$ cat src/rtl/uart_pkg.sv
// Shared UART constants and the TX FIFO launch-FSM state type.
// Imported by the TX FIFO, its interface, its storage and the bench.
package uart_pkg;

  localparam int unsigned UART_DATA_BITS     = 8;
  localparam int unsigned UART_FIFO_DEPTH    = 16;
  localparam int unsigned UART_START_TIMEOUT = 16;

  typedef enum logic [1:0] {
    TXF_IDLE,
    TXF_WAIT_START,
    TXF_WAIT_DONE
  } txf_state_e;

endpackage

$ cat src/rtl/uart_tx_fifo_if.sv
// Host/transmitter-side bundle of the UART TX FIFO.
// master: host + transmitter side; slave: the FIFO itself.
interface uart_tx_fifo_if
  import uart_pkg::*;
#(
  parameter int unsigned data_bits = UART_DATA_BITS,
  parameter int unsigned depth     = UART_FIFO_DEPTH
);
  localparam int unsigned CW = $clog2(depth) + 1;

  logic [data_bits-1:0] wr_data;
  logic                 wr_en;
  logic                 flush;
  logic                 tx_active;
  logic [data_bits-1:0] tx_data_in;
  logic                 tx_data_vld;
  logic                 full;
  logic                 empty;
  logic [CW-1:0]        count;
  logic                 overflow;
  logic                 start_err;

  modport master (
    output wr_data, wr_en, flush, tx_active,
    input  tx_data_in, tx_data_vld, full,
    input  empty, count, overflow, start_err
  );

  modport slave (
    input  wr_data, wr_en, flush, tx_active,
    output tx_data_in, tx_data_vld, full,
    output empty, count, overflow, start_err
  );

endinterface

$ cat src/rtl/uart_fifo_mem.sv
// depth x data_bits register array, one write port, async read.
// Ports: clk, we_i/waddr_i/wdata_i write, raddr_i -> rdata_o read.
module uart_fifo_mem #(
  parameter int unsigned data_bits = 8,
  parameter int unsigned depth     = 16,
  parameter int unsigned AW        = $clog2(depth)
) (
  input  logic                 clk,
  input  logic                 we_i,
  input  logic [AW-1:0]        waddr_i,
  input  logic [data_bits-1:0] wdata_i,
  input  logic [AW-1:0]        raddr_i,
  output logic [data_bits-1:0] rdata_o
);

  logic [data_bits-1:0] mem_q [depth];

  always_ff @(posedge clk) begin
    if (we_i) mem_q[waddr_i] <= wdata_i;
  end

  assign rdata_o = mem_q[raddr_i];

endmodule

$ cat src/rtl/uart_tx_fifo.sv
// Character FIFO feeding uart_tx with a launch/handshake FSM.
// Ports: clk, rst (async, active-low), bus (uart_tx_fifo_if.slave).
module uart_tx_fifo
  import uart_pkg::*;
#(
  parameter int unsigned data_bits     = UART_DATA_BITS,
  parameter int unsigned depth         = UART_FIFO_DEPTH,
  parameter int unsigned start_timeout = UART_START_TIMEOUT
) (
  input  logic clk,
  input  logic rst,
  uart_tx_fifo_if.slave bus
);

  localparam int unsigned AW = $clog2(depth);
  localparam int unsigned CW = AW + 1;
  localparam int unsigned TW =
    (start_timeout > 1) ? $clog2(start_timeout) : 1;

  txf_state_e           state_q, state_d;
  logic [AW-1:0]        wr_ptr_q, wr_ptr_d;
  logic [AW-1:0]        rd_ptr_q, rd_ptr_d;
  logic [CW-1:0]        count_q, count_d;
  logic [TW-1:0]        tmr_q, tmr_d;
  logic [data_bits-1:0] dout_q, dout_d;
  logic [data_bits-1:0] head;
  logic                 vld_q, vld_d;
  logic                 ovf_q, ovf_d;
  logic                 serr_q, serr_d;
  logic                 full, empty;
  logic                 wr_ok, pop;

  assign full  = (count_q == CW'(depth));
  assign empty = (count_q == '0);
  // A pop in the same cycle does not make room for a write.
  assign wr_ok = bus.wr_en & ~full & ~bus.flush;
  assign ovf_d = bus.wr_en & full & ~bus.flush;

  uart_fifo_mem #(
    .data_bits (data_bits),
    .depth     (depth)
  ) u_mem (
    .clk     (clk),
    .we_i    (wr_ok),
    .waddr_i (wr_ptr_q),
    .wdata_i (bus.wr_data),
    .raddr_i (rd_ptr_q),
    .rdata_o (head)
  );

  always_comb begin
    state_d = state_q;
    tmr_d   = tmr_q;
    vld_d   = 1'b0;
    dout_d  = dout_q;
    serr_d  = 1'b0;
    pop     = 1'b0;
    unique case (state_q)
      TXF_IDLE: begin
        if (!empty && !bus.tx_active && !bus.flush) begin
          vld_d   = 1'b1;
          dout_d  = head;
          pop     = 1'b1;
          tmr_d   = '0;
          state_d = TXF_WAIT_START;
        end
      end
      TXF_WAIT_START: begin
        if (bus.tx_active) begin
          tmr_d   = '0;
          state_d = TXF_WAIT_DONE;
        end else if (tmr_q == TW'(start_timeout - 1)) begin
          // Transmitter never picked it up: the character is lost.
          tmr_d   = '0;
          serr_d  = 1'b1;
          state_d = TXF_IDLE;
        end else begin
          tmr_d = tmr_q + TW'(1);
        end
      end
      TXF_WAIT_DONE: begin
        if (!bus.tx_active) state_d = TXF_IDLE;
      end
      default: state_d = TXF_IDLE;
    endcase
  end

  always_comb begin
    wr_ptr_d = wr_ptr_q;
    rd_ptr_d = rd_ptr_q;
    count_d  = count_q;
    if (bus.flush) begin
      wr_ptr_d = '0;
      rd_ptr_d = '0;
      count_d  = '0;
    end else begin
      // Power-of-two depth: pointers wrap by overflow.
      if (wr_ok) wr_ptr_d = wr_ptr_q + AW'(1);
      if (pop)   rd_ptr_d = rd_ptr_q + AW'(1);
      if (wr_ok && !pop) count_d = count_q + CW'(1);
      if (!wr_ok && pop) count_d = count_q - CW'(1);
    end
  end

  always_ff @(posedge clk or negedge rst) begin
    if (!rst) begin
      state_q  <= TXF_IDLE;
      wr_ptr_q <= '0;
      rd_ptr_q <= '0;
      count_q  <= '0;
      tmr_q    <= '0;
      dout_q   <= '0;
      vld_q    <= 1'b0;
      ovf_q    <= 1'b0;
      serr_q   <= 1'b0;
    end else begin
      state_q  <= state_d;
      wr_ptr_q <= wr_ptr_d;
      rd_ptr_q <= rd_ptr_d;
      count_q  <= count_d;
      tmr_q    <= tmr_d;
      dout_q   <= dout_d;
      vld_q    <= vld_d;
      ovf_q    <= ovf_d;
      serr_q   <= serr_d;
    end
  end

  assign bus.tx_data_in  = dout_q;
  assign bus.tx_data_vld = vld_q;
  assign bus.full        = full;
  assign bus.empty       = empty;
  assign bus.count       = count_q;
  assign bus.overflow    = ovf_q;
  assign bus.start_err   = serr_q;

endmodule

$ cat src/flat_wrapper.sv
// flat-port wrapper written by rule: the top's interface ports become plain ports
module uart_tx_fifo_flat import uart_pkg::*;
#(
  parameter int unsigned data_bits     = UART_DATA_BITS,
  parameter int unsigned depth         = UART_FIFO_DEPTH,
  parameter int unsigned start_timeout = UART_START_TIMEOUT
)
  (clk, rst, bus_wr_data, bus_wr_en, bus_flush, bus_tx_active, bus_tx_data_in, bus_tx_data_vld, bus_full, bus_empty, bus_count, bus_overflow, bus_start_err);
  uart_tx_fifo_if #(.data_bits(data_bits), .depth(depth)) bus_i ();
  input  logic clk;
  input  logic rst;
  input wire logic [$bits(bus_i.wr_data)-1:0] bus_wr_data;
  input wire logic [$bits(bus_i.wr_en)-1:0] bus_wr_en;
  input wire logic [$bits(bus_i.flush)-1:0] bus_flush;
  input wire logic [$bits(bus_i.tx_active)-1:0] bus_tx_active;
  output wire logic [$bits(bus_i.tx_data_in)-1:0] bus_tx_data_in;
  output wire logic [$bits(bus_i.tx_data_vld)-1:0] bus_tx_data_vld;
  output wire logic [$bits(bus_i.full)-1:0] bus_full;
  output wire logic [$bits(bus_i.empty)-1:0] bus_empty;
  output wire logic [$bits(bus_i.count)-1:0] bus_count;
  output wire logic [$bits(bus_i.overflow)-1:0] bus_overflow;
  output wire logic [$bits(bus_i.start_err)-1:0] bus_start_err;
  assign bus_i.wr_data = bus_wr_data;
  assign bus_i.wr_en = bus_wr_en;
  assign bus_i.flush = bus_flush;
  assign bus_i.tx_active = bus_tx_active;
  assign bus_tx_data_in = bus_i.tx_data_in;
  assign bus_tx_data_vld = bus_i.tx_data_vld;
  assign bus_full = bus_i.full;
  assign bus_empty = bus_i.empty;
  assign bus_count = bus_i.count;
  assign bus_overflow = bus_i.overflow;
  assign bus_start_err = bus_i.start_err;
  uart_tx_fifo #(.data_bits(data_bits), .depth(depth), .start_timeout(start_timeout)) u_core (.clk(clk), .rst(rst), .bus(bus_i));
endmodule
$ cat config.mk
export PLATFORM = sky130hd
export DESIGN_NAME = uart_tx_fifo_flat
export DESIGN_NICKNAME = d
export VERILOG_FILES = /design/src/rtl/uart_pkg.sv /design/src/rtl/uart_tx_fifo_if.sv /design/src/rtl/uart_fifo_mem.sv /design/src/rtl/uart_tx_fifo.sv /design/src/flat_wrapper.sv
export SDC_FILE = /design/constraint.sdc
export NUM_CORES = 1
export LEC_CHECK = 0
export CAP_MARGIN = 20
export CORE_MARGIN = 8
export CORE_UTILIZATION = 55
export DETAILED_ROUTE_END_ITERATION = 10
export PLACE_DENSITY_LB_ADDON = 0.12
export SYNTH_ARGS = -nofsm -noshare
export SYNTH_HDL_FRONTEND = slang
export SYNTH_SLANG_ARGS = --single-unit
$ cat constraint.sdc
create_clock -name clk -period 3.6 [get_ports clk]
set_input_delay 0.72 -clock clk [delete_from_list [all_inputs] [get_ports clk]]
set_output_delay 0.72 -clock clk [all_outputs]
set_load 0.02 [all_outputs]
==> results.cfg, run 1 <==
[run_status]
status = finished clean

[placed_design]
dp.cells = 544
dp_hpwl_um = 8060
place_ws_ns = 0.129
port_buffers = 30
gp_congestion = 0.846

[logic_synthesis]
synth_edf_count = 128
synth_nets = 389
ys_seq_elements = 158
yosys.area.top_type = edfxtp_1
ys_warn_count = 0
synth_commonest_cells = 128 x edfxtp_1, 44 x nand2_1, 40 x mux4_2
yosysUniqueCellTypes = 40
ys_top_cells_by_area = edfxtp_1 60%, mux4_2 14%, dfrtp_1 12%
ys.flop_type = edfxtp_1
synth.yosys.seq_area_share_pct = 71.1
syn_area_um2 = 6460
synthCells = 368
yosys.area.top_type_share_pct = 59.5
synth.most_common_cell = edfxtp_1
synth.avg_cell_area_um2 = 17.6
ys_async_sr_fraction_pct = 19.0

[route]
drt-initial-drc-count = 223
via_count = 3393
firstDrtPassIters = 5
vias_per_cell = 5.89
route.detailed.drc = 0
wl_per_cell_um = 21.1
drt.antenna.violating_nets = 0
finalWirelength_um = 12100

[finish]
fill_cells = 779
antenna_cells = 0
finalNonFillerCells = 576
drive_gt1_share_pct = 21.9
areaGrowthSynthToFinish_pct = 18.2
nNetsFinal = 441

[sta]
drv_slew = 0
min_period_ns = 3.17
fmax_mhz = 316
worst_clock_skew_ns = 0.00690
finalHoldViolations = 0
slew_headroom_pct = 46.4
holdWs_ns = 0.476
setup_violations = 0
fin_crit_sh_pct = 88.0
setup_slack_ns = 0.431
max_slew.worst_pin.slew_ns = 0.801
setup_tns_ns = 0
rsz0062_at_grt = no

[floorplanning]
die_w_um = 124
initial_core_util_pct = 56.6
core_area_um2 = 11400
rows = 39
dieArea_um2 = 15500
pin_count = 31
fp.dieH_um = 124

[pwr]
clkPwrFrac_pct = 36.1
total_power_mw = 5.16
p_switching_mw = 1.38
internal_power_mw = 3.79
comb_power_share_pct = 20.9
swShare_pct = 26.6
p_seq_share_pct = 43.0
p_leak_nw = 2.67
powerDensity_nw_per_um2 = 676
max-vdd-ir-drop_uv = 540

[setup_path]
end_kind = output pin
worstPathRequired_ns = 2.88
worstSetupPathType = reg2out
arrival_ns = 2.45
rr_worst_depth = 9
path_max_fanout = 9
cp-start-kind = flip-flop

[clocking]
clockBufferDepth = 2
cts_max_level = 4
cts_root_buf = clkbuf_16
path_clk_slew_ns = 0.06
cts_sinks = 158
post-cts-setup-buffers = 0
cts_tree = yes
clk-insertion-delay-late_ns = 0.43
postCtsHoldBufs = 0
ctsResizeCount = 0
numCtsBuffers = 17

[global_routing]
grt_first_pass_wirelength_um = 19600
track_usage_pct = 16.5
grt_pass1_vias = 3467
grt_remaining_overflow = 0
antenna_found_initial = 0
grt_max_degree = 36

[hold_path]
hold_path_depth = 2
hp-class = reg2reg

[run]
cap_violations = 0
==> stage by stage <==
| stage | instance area [um2] | utilization [%] |
|---|---|---|
| 6_report | 7640 | 66.9 |
| 5_1_grt | 7640 | 66.9 |
| 4_1_cts | 7640 | 66.9 |
| 3_5_place_dp | 7020 | 61.5 |
| 3_3_place_gp | 7020 | 61.5 |
| 2_1_floorplan | 6460 | - |
==> per-layer routing <==
layer / vias to the layer above / part of all wire (%) / wire length, um / GRT usage (%)
li1: 1532 / - / - / -
met1: 1750 / 43 / 5260 / 20.8
met2: 91 / 50 / 6040 / 26.3
met3: 20 / 5.2 / 635 / 4.81
met4: 0 / 1.6 / 198 / 6.95
met5: - / 0 / 0 / 0
==> registers in the layout, summed over array words and instances (netlist names) <==
signal                  cells
u_core.bus.count            5
u_core.bus.overflow         1
u_core.bus.start_err        1
u_core.bus.tx_data_in       8
u_core.bus.tx_data_vld      1
u_core.rd_ptr_q             4
u_core.state_q              2
u_core.tmr_q                4
u_core.u_mem.mem_q        128
u_core.wr_ptr_q             4
==> worst max-delay path, cell delays in order, from the launching register on <==
cell and delay, ns:
dfrtp_1 0.48, nor4_1 0.52, nand2_1 0.27, inv_1 0.13, clkdlybuf4s50_1 0.61
==> power by group through the flow <==
stage,logic (mW),registers [mW],clock network [mW]
3_5_place_dp,1.09,2.26,0
6_report,1.08,2.22,1.86
5_1_grt,1.17,2.24,1.96
3_3_place_gp,1.07,2.25,0
2_1_floorplan,0.686,2.28,0
4_1_cts,1.10,2.22,1.89
==> logic make-up after synthesis <==
group	Yosys count	synth area share [%]
adder cells (fa/ha/maj)	8	1.55
AO/OA/AOI/OAI	27	3.02
buffers and inverters	24	1.76
AND/OR/NAND/NOR	100	7.01
flip-flops	158	71.1
multiplexers	43	14.4
XOR/XNOR	8	1.08
==> final cells by class <==
type / count / area (um2) / share of cell area [%]
tap: 143 / 179 / 2.34
inverter: 6 / 22.5 / 0.295
timing repair buffer: 51 / 470 / 6.16
sequential: 158 / 4600 / 60.2
clock buffer: 18 / 429 / 5.62
multi-input combinational: 186 / 1750 / 22.9
clock inverter: 14 / 189 / 2.47
==> path summary, 6_finish.rpt <==
check,from,to,slack (ns)
max,u_core.bus.count[1],bus_full,0.43
min,u_core.bus.tx_data_in[1],u_core.bus.tx_data_in[1],0.48
min in group asynchronous,rst,u_core.bus.count[0],0.67
min reg2reg,u_core.bus.tx_data_in[1],u_core.bus.tx_data_in[1],0.48
max reg2reg,u_core.bus.count[1],u_core.bus.count[4],0.62
max in group asynchronous,rst,u_core.rd_ptr_q[0],2.63
==> cells in the final DEF, fill, tap and decap left out, drive strengths merged, types with 8 or more instances in the layout <==
| cell | count |
|---|---|
| nand2 | 44 |
| clkbuf | 18 |
| dfrtp | 30 |
| ha | 8 |
| mux4 | 40 |
| buf | 21 |
| edfxtp | 128 |
| clkdlybuf4s50 | 30 |
| nor2 | 28 |
| inv | 10 |
| o21ai | 11 |
Note: power is estimated with default switching activity, not from simulation.
==> run 2: changes to the inputs <==
--- a/config.mk
+++ b/config.mk
@@ -6,7 +6,7 @@
 export NUM_CORES = 1
 export LEC_CHECK = 0
 export CAP_MARGIN = 20
-export CORE_MARGIN = 8
+export CORE_ASPECT_RATIO = 1.2
 export CORE_UTILIZATION = 55
 export DETAILED_ROUTE_END_ITERATION = 10
 export PLACE_DENSITY_LB_ADDON = 0.12
==> run 2 against run 1 <==
  * Register-to-register slack improved by 0.05 ns
  * Largest cell class unchanged
  * Sequential power is essentially flat
  * Via count up 0.24%
  * Total power up 2.1%
  * First-iteration DRC count fell by 21%
  * Worst setup slack worse by 0.011 ns
  * Critical path depth unchanged
  * Count of clock-buffer cells in the layout down 1
==> results.cfg, run 2 (synthesis results as in run 1) <==
[run_status]
status = finished clean

[finish]
largest_reg_flops = 128
largest_register = u_core.u_mem.mem_q
drive_gt1_share_pct = 22.4
layout_common_cells = 128 x edfxtp_1, 44 x nand2_1, 40 x mux4_2
antenna_cells = 0
layout_commonest_cell = edfxtp_1
finalNonFillerCells = 591
areaGrowthSynthToFinish_pct = 19.7
nNetsFinal = 443

[route]
wl_per_cell_um = 19.9
firstDrtPassIters = 4
drt-initial-drc-count = 177
finalWirelength_um = 11800
drt.antenna.violating_nets = 0
via_count = 3401
route.detailed.drc = 0
vias_per_cell = 5.75

[clocking]
clk-insertion-delay-late_ns = 0.41
ctsResizeCount = 0
postCtsHoldBufs = 0
path_clk_slew_ns = 0.06
cts_tree = yes
cts_sinks = 158
clockBufferDepth = 2
cts_root_buf = clkbuf_16
cts_max_level = 4
post-cts-setup-buffers = 0
numCtsBuffers = 17

[sta]
min_period_ns = 3.18
fin_crit_sh_pct = 88.3
setup_violations = 0
setup_slack_ns = 0.420
drv_slew = 0
finalHoldViolations = 0
worst_clock_skew_ns = 0.0103
fmax_mhz = 314
slew_headroom_pct = 57.6
max_slew.worst_pin.slew_ns = 0.636
setup_tns_ns = 0
rsz0062_at_grt = no

[run]
cap_violations = 0

[floorplanning]
die_w_um = 101
rows = 43
core_area_um2 = 11500
pin_count = 31
fp.dieH_um = 121
initial_core_util_pct = 56.1
dieArea_um2 = 12200

[setup_path]
arrival_ns = 2.46
end_kind = output pin
path_max_fanout = 9
r2r_slack_ns = 0.67
cp-start-kind = flip-flop
worstPathRequired_ns = 2.88
worstSetupPathType = reg2out

[placed_design]
place_ws_ns = 0.162
port_buffers = 30
gp_congestion = 0.792
dp_hpwl_um = 8040
dp.cells = 559

[global_routing]
use_met1_pct = 27.2
track_usage_pct = 21.6
grt_pass1_vias = 3550
grt_first_pass_wirelength_um = 18900
busiest_layer = met2
grt_use_met2_pct = 37.5
grt_max_degree = 36
use_met3_pct = 4.16
grt_remaining_overflow = 0
antenna_found_initial = 0

[pwr]
p_leak_nw = 2.70
max-vdd-ir-drop_uv = 385
powerDensity_nw_per_um2 = 681

[hold_path]
hp-class = reg2reg
-- run 2: cell count changes in the layout (fill, tap and decap cells not counted), sizes merged --
| cell | delta |
|---|---|
| inv | -2 |
| bufinv | +2 |
| buf | +1 |
-- run 2: path summary, 6_finish.rpt --
kind | from | to | cells past startpoint
setup reg to reg | u_core.bus.count[1] | u_core.bus.count[4] | 9
max in group asynchronous | rst | u_core.rd_ptr_q[0] | 2
hold reg to reg | u_core.bus.tx_data_in[3] | u_core.bus.tx_data_in[3] | 2
min in group asynchronous | rst | u_core.bus.overflow | 1
hold / removal | u_core.bus.tx_data_in[3] | u_core.bus.tx_data_in[3] | 2
setup / recovery | u_core.bus.count[1] | bus_full | 4
-- run 2: through the flow --
| step | hold slack, ns | instance area, um2 | util, % | power, mW |
|---|---|---|---|---|
| after global routing | 0.498 | 7730 | 67.2 | 5.50 |
| final | 0.480 | 7730 | 67.2 | 5.27 |
| after detailed placement | 0.468 | 7040 | 61.2 | 3.33 |
| after CTS | 0.484 | 7710 | 67.0 | 5.32 |
| after floorplan | 0.424 | 6460 | - | 2.97 |
| after global placement | 0.472 | 7040 | 61.2 | 3.30 |
-- run 2: layout make-up --
type / instances / area, um2
clock buffers: 17 / 425
clock inverters: 14 / 239
fillers: 798 / 3780
inverters: 6 / 22.5
multi-input cells: 186 / 1750
flip-flops and latches: 158 / 4600
well taps: 157 / 196
repair buffers: 53 / 503
-- run 2: worst max-delay path, cell delays in order, from the launching register on --
cell and delay (ns):
dfrtp_1 0.48, nor4_1 0.53, nand2_1 0.31, inv_1 0.13, clkdlybuf4s50_1 0.61
-- run 2: per-layer routing --
metal | wire length (um) | vias up
met5 | 0 | -
met4 | 180 | 0
met3 | 366 | 13
met2 | 6440 | 71
met1 | 4790 | 1779
li1 | - | 1538
-- run 2: where the power goes --
group / internal, mW / total [mW] / switching (mW)
sequential: 2.09 / 2.24 / 0.151
combinational: 0.533 / 1.05 / 0.515
clock: 1.30 / 1.98 / 0.682
total: 3.92 / 5.27 / 1.35
==> run 3: changes to the inputs <==
--- a/config.mk
+++ b/config.mk
@@ -6,10 +6,11 @@
 export NUM_CORES = 1
 export LEC_CHECK = 0
 export CAP_MARGIN = 20
-export CORE_ASPECT_RATIO = 1.2
+export CORE_ASPECT_RATIO = 0.6
 export CORE_UTILIZATION = 55
 export DETAILED_ROUTE_END_ITERATION = 10
 export PLACE_DENSITY_LB_ADDON = 0.12
+export SLEW_MARGIN = 30
 export SYNTH_ARGS = -nofsm -noshare
 export SYNTH_HDL_FRONTEND = slang
 export SYNTH_SLANG_ARGS = --single-unit
==> constraint.sdc (replaced) <==
create_clock -name clk -period 3.6 [get_ports clk]
set_input_delay 0.36 -clock clk [delete_from_list [all_inputs] [get_ports clk]]
set_output_delay 0.36 -clock clk [all_outputs]
set_load 0.02 [all_outputs]
==> run 3 against run 2 <==
  * Non-clock buffer count fell by 8
  * Critical path depth up 5
  * Worst setup slack gained 0.14 ns
  * Via count down 1.3%
  * Combinational power grew 6%
  * Register-to-register slack got worse by 0.11 ns
  * Clock skew grew 0.0017 ns
  * Maximum frequency grew 4.5%
  * Wire length is 7.3% higher
  * Sequential share of layout area up 1.1 points
  * Sequential power barely moved
  * Design area shrank 1.8%
  * Critical path type is now reg2reg
  * Highest routed layer unchanged
==> results.cfg, run 3 (synthesis results as in run 1) <==
[run_status]
status = finished clean

[clocking]
post-cts-setup-buffers = 0
path_clk_slew_ns = 0.07
postCtsHoldBufs = 0
ctsResizeCount = 0
clk-insertion-delay-late_ns = 0.42
cts_sinks = 158
cts_root_buf = clkbuf_16
cts_max_level = 4
cts_tree = yes
clockBufferDepth = 2
numCtsBuffers = 17

[pwr]
total_power_mw = 5.08
powerDensity_nw_per_um2 = 668
p_leak_nw = 2.64
max-vdd-ir-drop_uv = 423

[finish]
antenna_cells = 0
layout_commonest_cell = edfxtp_1
layout_common_cells = 128 x edfxtp_1, 44 x nand2_1, 40 x mux4_2
largest_reg_flops = 128
largest_register = u_core.u_mem.mem_q
areaGrowthSynthToFinish_pct = 17.5
nNetsFinal = 435
drive_gt1_share_pct = 21.5

[route]
route.detailed.drc = 0
drt.antenna.violating_nets = 0
via_count = 3357
firstDrtPassIters = 5
finalWirelength_um = 12600
drt-initial-drc-count = 269
wl_per_cell_um = 21.5
vias_per_cell = 5.72

[sta]
rsz0062_at_grt = no
finalHoldViolations = 0
slew_headroom_pct = 45.0
worst_clock_skew_ns = 0.0120
max_slew.worst_pin.slew_ns = 0.822
setup_tns_ns = 0
drv_slew = 0
fmax_mhz = 328
fin_crit_sh_pct = 84.6
setup_violations = 0
min_period_ns = 3.04

[setup_path]
worstPathRequired_ns = 3.89
worstSetupPathType = reg2reg
path_max_fanout = 9
cp-start-kind = flip-flop
end_kind = flip-flop
arrival_ns = 3.34

[floorplanning]
fp.dieH_um = 85.9
initial_core_util_pct = 56.8
core_area_um2 = 11400
dieArea_um2 = 12200
die_w_um = 142
pin_count = 31
rows = 30

[global_routing]
grt_pass1_vias = 3199
grt_remaining_overflow = 0
antenna_found_initial = 0
grt_max_degree = 37
grt_first_pass_wirelength_um = 19600
track_usage_pct = 23.3

[run]
cap_violations = 0

[placed_design]
gp_congestion = 0.788
dp_hpwl_um = 8190
port_buffers = 30

[hold_path]
hp-class = in2async
run 3: cell types whose count changed in the layout (fill, tap and decap cells not counted):
cell,previous run,this run
buf_4,21,14
bufinv_16,6,0
clkinv_2,0,4
clkbuf_16,18,20
clkbuf_8,0,2
clkinv_1,2,0
clkinvlp_4,1,0
inv_4,0,1
run 3: worst max-delay path: stages, from the launching register on:
cell and delay (ns):
dfrtp_1 0.49, or4_4 0.62, o21ai_4 0.15, nor2_1 0.09, xor2_1 0.16, ha_1 0.23, o31a_1 0.25, or4_1 0.39
a21oi_1 0.18, mux2_1 0.34
run 3: final cells by class:
class | count | area [um2]
multi-input cells | 186 | 1750
inverters | 6 | 22.5
flip-flops and latches | 158 | 4600
fillers | 782 | 3780
well taps | 160 | 200
clock buffers | 22 | 528
clock inverters | 10 | 70.1
repair buffers | 45 | 425
run 3: power by group:
part / internal (mW) / leakage [nW] / switching, mW
logic: 0.532 / 0.783 / 0.581
registers: 2.09 / 1.55 / 0.120
clock network: 1.05 / 0.302 / 0.708
run 3: per-stage QoR:
stage               util (%)  hold WS (ns)  cells  worst slack, ns  cell area, um2
finish                  66.8         0.328    587            0.556            7590
global route            66.8         0.366    587            0.493            7590
detailed placement      61.5         0.466    555            0.459            7000
CTS                     66.8         0.333    587            0.595            7590
floorplan                  -        0.0644    368            0.610            6460
global placement        61.5         0.468    555            0.521            7000
run 3: path summary, 6_finish.rpt:
check / startpoint / end / slack (ns) / cells after the start
setup / recovery: u_core.bus.count[1] / u_core.bus.count[4] / 0.56 / 9
hold / removal: rst / u_core.tmr_q[2] / 0.33 / 2
setup reg to reg: u_core.bus.count[1] / u_core.bus.count[4] / 0.56 / 9
hold reg to reg: u_core.bus.tx_data_in[2] / u_core.bus.tx_data_in[2] / 0.47 / 2
max in group asynchronous: rst / u_core.rd_ptr_q[0] / 2.95 / 2
min in group clk: u_core.bus.tx_data_in[2] / u_core.bus.tx_data_in[2] / 0.47 / 2
run 3: routing by layer:
metal / vias to the layer above / GRT usage [%] / part of all wire (%)
li1: 1525 / - / -
met1: 1727 / 37.2 / 51
met2: 98 / 30.7 / 41
met3: 7 / 6.48 / 6.5
met4: 0 / 7.33 / 0.90
met5: - / 0 / 0
